**src/rtl/mmio_timer.sv**
```systemverilog
// Memory-mapped down-counting timer with 8-bit prescaler, reload/one-shot modes,
// zero and compare interrupt status (W1C) and a registered read port.
module mmio_timer #(
  parameter int A_WIDTH = 32,
  parameter int D_WIDTH = 32
) (
  input  logic               pclk_i,
  input  logic               presetn_i,
  input  logic               wr_en_i,
  input  logic [A_WIDTH-1:0] wr_addr_i,
  input  logic [D_WIDTH-1:0] wr_data_i,
  input  logic               rd_en_i,
  input  logic [A_WIDTH-1:0] rd_addr_i,
  output logic [D_WIDTH-1:0] rd_data_o,
  output logic               irq_o
);

  localparam logic [2:0] R_CTRL  = 3'd0;
  localparam logic [2:0] R_LOAD  = 3'd1;
  localparam logic [2:0] R_COUNT = 3'd2;
  localparam logic [2:0] R_CMP   = 3'd3;
  localparam logic [2:0] R_IEN   = 3'd4;
  localparam logic [2:0] R_STS   = 3'd5;

  localparam logic [D_WIDTH-1:0] ONE = {{(D_WIDTH-1){1'b0}}, 1'b1};

  logic               ctrl_en, ctrl_reload;
  logic [7:0]         prescale, psc;
  logic [D_WIDTH-1:0] load, count, cmp;
  logic [1:0]         irq_en, irq_sts;

  logic [2:0]         widx, ridx;
  logic               wr_ctrl, wr_load, wr_cnt, wr_cmp, wr_ien, wr_sts;
  logic               tick, tick_eff, at_zero;
  logic               set_zero, set_cmp, oneshot_clr;
  logic [D_WIDTH-1:0] cnt_dec, rd_mux;
  logic [1:0]         sts_set, sts_clr;

  assign widx    = wr_addr_i[4:2];
  assign ridx    = rd_addr_i[4:2];
  assign wr_ctrl = wr_en_i && (widx == R_CTRL);
  assign wr_load = wr_en_i && (widx == R_LOAD);
  assign wr_cnt  = wr_en_i && (widx == R_COUNT);
  assign wr_cmp  = wr_en_i && (widx == R_CMP);
  assign wr_ien  = wr_en_i && (widx == R_IEN);
  assign wr_sts  = wr_en_i && (widx == R_STS);

  // A software COUNT write swallows a coincident tick entirely.
  assign tick        = ctrl_en && (psc == prescale);
  assign tick_eff    = tick && !wr_cnt;
  assign at_zero     = (count == '0);
  assign cnt_dec     = count - ONE;
  assign set_zero    = tick_eff && at_zero;
  assign set_cmp     = tick_eff && !at_zero && (cnt_dec == cmp);
  assign oneshot_clr = set_zero && !ctrl_reload;

  assign sts_set = {set_cmp, set_zero};
  assign sts_clr = wr_sts ? wr_data_i[1:0] : 2'b00;

  always_comb begin
    rd_mux = '0;
    case (ridx)
      R_CTRL: begin
        rd_mux[0]    = ctrl_en;
        rd_mux[1]    = ctrl_reload;
        rd_mux[15:8] = prescale;
      end
      R_LOAD:  rd_mux = load;
      R_COUNT: rd_mux = count;
      R_CMP:   rd_mux = cmp;
      R_IEN:   rd_mux[1:0] = irq_en;
      R_STS:   rd_mux[1:0] = irq_sts;
      default: rd_mux = '0;
    endcase
  end

  always_ff @(posedge pclk_i or negedge presetn_i) begin
    if (!presetn_i) begin
      ctrl_en     <= 1'b0;
      ctrl_reload <= 1'b0;
      prescale    <= '0;
      load        <= '0;
      cmp         <= '0;
      irq_en      <= '0;
    end else begin
      if (wr_ctrl) begin
        ctrl_en     <= wr_data_i[0];
        ctrl_reload <= wr_data_i[1];
        prescale    <= wr_data_i[15:8];
      end
      // One-shot expiry overrides a simultaneous software enable.
      if (oneshot_clr) ctrl_en <= 1'b0;
      if (wr_load) load   <= wr_data_i;
      if (wr_cmp)  cmp    <= wr_data_i;
      if (wr_ien)  irq_en <= wr_data_i[1:0];
    end
  end

  always_ff @(posedge pclk_i or negedge presetn_i) begin
    if (!presetn_i) begin
      psc <= '0;
    end else if (wr_cnt || (wr_ctrl && !ctrl_en && wr_data_i[0])) begin
      psc <= '0;
    end else if (ctrl_en) begin
      psc <= tick ? 8'd0 : psc + 8'd1;
    end
  end

  always_ff @(posedge pclk_i or negedge presetn_i) begin
    if (!presetn_i) begin
      count <= '0;
    end else if (wr_cnt) begin
      count <= wr_data_i;
    end else if (tick_eff) begin
      if (!at_zero)         count <= cnt_dec;
      else if (ctrl_reload) count <= load;
    end
  end

  // Hardware set has priority over a W1C of the same bit.
  always_ff @(posedge pclk_i or negedge presetn_i) begin
    if (!presetn_i) irq_sts <= '0;
    else            irq_sts <= (irq_sts & ~sts_clr) | sts_set;
  end

  always_ff @(posedge pclk_i or negedge presetn_i) begin
    if (!presetn_i)   rd_data_o <= '0;
    else if (rd_en_i) rd_data_o <= rd_mux;
  end

  assign irq_o = |(irq_sts & irq_en);

endmodule

```
**config.mk**
```make
export PLATFORM = sky130hd
export DESIGN_NAME = mmio_timer
export DESIGN_NICKNAME = d
export VERILOG_FILES = /design/src/rtl/mmio_timer.sv
export SDC_FILE = /design/constraint.sdc
export NUM_CORES = 1
export LEC_CHECK = 0
export BUFFER_PORTS_ARGS = -buffer_cell sky130_fd_sc_hd__buf_4
export CAP_MARGIN = 40
export CORE_MARGIN = 10
export CORE_UTILIZATION = 58
export DETAILED_ROUTE_END_ITERATION = 8
export PLACE_DENSITY_LB_ADDON = 0.08
export SYNTH_ARGS = -nofsm -noshare
export SYNTH_HDL_FRONTEND = slang
export SYNTH_SLANG_ARGS = --single-unit
```
**constraint.sdc**
```tcl
create_clock -name pclk_i -period 3.7 [get_ports pclk_i]
set_clock_uncertainty 0.2 [all_clocks]
set_input_delay 0.185 -clock pclk_i [delete_from_list [all_inputs] [get_ports pclk_i]]
set_output_delay 0.185 -clock pclk_i [all_outputs]
set_load 0.01 [all_outputs]
```
==> run summary <==
outcome: completed
area delta synth->final: 19.11%
Reg area: 3754 um^2
worst hold endpoint: rd_data_o[0]
area of the multi-input gates: 4352 um^2
DP HPWL: 16630 um
cell count of the worst reg-to-reg path: 11
Num CTS Buffers: 17
share of post-route cells with drive strength above 1: 27.23%
CTS resizes: 0
worst path required time: 3.84 ns
Hold Startpoint: rd_en_i
final setup vio count: 0
synthesized area per cell: 10.37 um^2
Routed Antenna Nets: 0
period utilization: 88.03%
DRT Wirelength: 24580 um
PwrDens: 609.0 nW/um^2
area share of the largest cell type after synthesis: 43.96%
crit-path max cell delay: 0.57 ns
num ports: 133
Synth cell types: 65
CP Class: flop to flop
Hold Path Class: primary input to flop
R2R setup slack: 0.44 ns
Post-Route Setup TNS: 0 ns
Fillers: 1118
max-capacitance violation count: 0
CP Cell Sequence: inv_1 -> ha_1 -> nor3b_2 -> nand2_1 -> nor4_1 -> buf_4 -> xnor2_1 -> o2111ai_1 -> a2111oi_2 -> nand4_1 -> o31ai_2
most frequent cells in the layout: 150 x dfrtp_1, 99 x mux2_2, 92 x buf_4
Initial Utilization: 58.97%
cell taking the most area after synthesis: dfrtp_1
VDD IR-drop max: 0.0003542 V
Die ar.: 19970 um^2
initial DRC count: 580
Post-CTS Setup Inserts: 0
Crit Path Max Fanout: 8
worst setup path startpoint: count[0]
Core Box Area: 14480 um^2
worst reg2reg path startpoint: count[0]
Placement Rows: 44
Critical Path End Type: flop
synth top area cells: dfrtp_1 44%, mux2_2 13%, xnor2_1 3.2%
GRT Residual Overflow: 0
Worst-Margin Slew: 0.8188 ns
Clock Path Buffers: 2
cells after synthesis: 823
via/cell ratio: 6.427
syn_nets: 926
ys flop type: dfrtp_1
initial antenna violation count: 0
largest net degree at the start of global routing: 88
Slew HR: 45.41%
EDFF count, synth: 0
IO Port Bufs: 74
fmax: 307.0 MHz
Die H: 141.3 um
number of synthesized register bits: 150
DR vias: 7083
Overall Power: 6194 uW
DRC Markers: 0
ANT cells: 0
share of the yosys chip area belonging to registers: 43.96%
hold depth: 2
Final min period: 3.257 ns
Worst setup SP type: flop
worst-skew pair later-pin latency: 0.43 ns
die width: 141.3 um
Hold Fails Final Rpt: 0
most common cell after layout, fill and taps aside: dfrtp_1
final-stage net count: 1009
Sink Count: 150
GRT Util Overall: 24.70%
first-pass GRT wire length: 39610 um
Post-CTS Hold Buffers: 36
RSZ-0062 raised after global routing: false
fraction of registers with async set/reset: 100.0%
crit path DAT: 3.40 ns
Avg WL per Cell: 22.30 um
CTS tree: built
highest-delay cell along the critical path: nor3b_2
Clock Pin Slew Worst Setup and Hold Paths: 0.06 ns
CTS H-tree depth: 4
Placer Congestion: 0.9069
Initial DRT Pass Iterations: 5
r2r endpoint: irq_sts[1]
Slew Limit Fails: 0
vias in the first global route: 7216
root buffer cell: clkbuf_16
Leakage: 0.004278 uW
Yosys warnings: 0
Mapped Area: 8538 um^2
power by group:
part           leakage, uW  total [uW]  switching [uW]  internal, uW
combinational      0.00212        1920             972           952
clock             0.000282        1700             703           996
sequential         0.00188        2570             557          2010
worst max path at each step:
stage	end	slack [ns]	cells past startpoint
after floorplan	irq_sts[1]	0.73	10
after global routing	count[26]	0.15	10
after global placement	irq_sts[1]	0.51	8
final	irq_sts[1]	0.44	11
after detailed placement	irq_sts[1]	0.48	11
after CTS	irq_sts[1]	0.46	11
per-layer routing:
layer	track usage (%)	vias to the layer above	part of all wire, %
met3	5.240	37	7.4
li1	-	3181	-
met2	38.59	306	47
met1	33.85	3559	44
met4	7.120	0	1.7
met5	0	-	0
worst max-delay path: cells and delay by family (launching register included):
kind	cells	cell delay [ns]
AOI/OAI and AO/OA	3	0.67
xor gates and xnor gates	1	0.13
adders and majority gates	1	0.23
buffers and inverters	2	0.34
DFF	1	0.54
and+or+nand+nor	4	1.04
through the flow:
step	util (%)	hold slack, ns	area [um^2]	setup slack, ns	instances
after detailed placement	63.77	0.1076	9234	0.4802	1035
after floorplan	-	-0.3106	8538	0.7286	823
after global routing	70.24	0.05237	10170	0.1502	1102
after CTS	70.24	0.01949	10170	0.4622	1102
after global placement	63.72	0.09353	9226	0.5074	1034
final	70.24	0.02285	10170	0.4429	1102
cell type report:
class                           count  area share (%)
Clock inverter                     10          0.9350
Clock buffer                       21           4.724
Tap cell                          184           2.264
Sequential cell                   150           36.91
Multi-Input combinational cell    560           42.79
Timing Repair Buffer              130           10.64
Inverter                           47           1.735
synthesized netlist by cell type (all sizes together), types with 7 or more instances:
library cell and instances:
dfrtp 150, mux2 100, nor2 63, clkbuf 52, inv 47, nand2 43, o22ai 33, xnor2 31
xor2 29, a22oi 28, o21ai 27, a211oi 21, a221o 21, nor3 21, buf 14, nand4 14
nor4 14, a21oi 13, mux4 8, mux2i 7, nand2b 7, nor3b 7
flip-flops by register name, indices dropped and copies added (netlist names):
signal / cells
cmp: 32
load: 32
ctrl_reload: 1
rd_data_o: 32
psc: 8
ctrl_en: 1
irq_en: 2
prescale: 8
count: 32
irq_sts: 2
kinds of logic after synthesis:
family | after synthesis | synth area share [%]
simple gates | 204 | 12.98
compound gates | 178 | 15.09
flops | 150 | 43.96
mux | 115 | 16.12
buf+inv | 113 | 5.246
xor+xnor | 60 | 6.155
fa+ha+maj | 3 | 0.4397
Power figures use the tool's default switching activity.
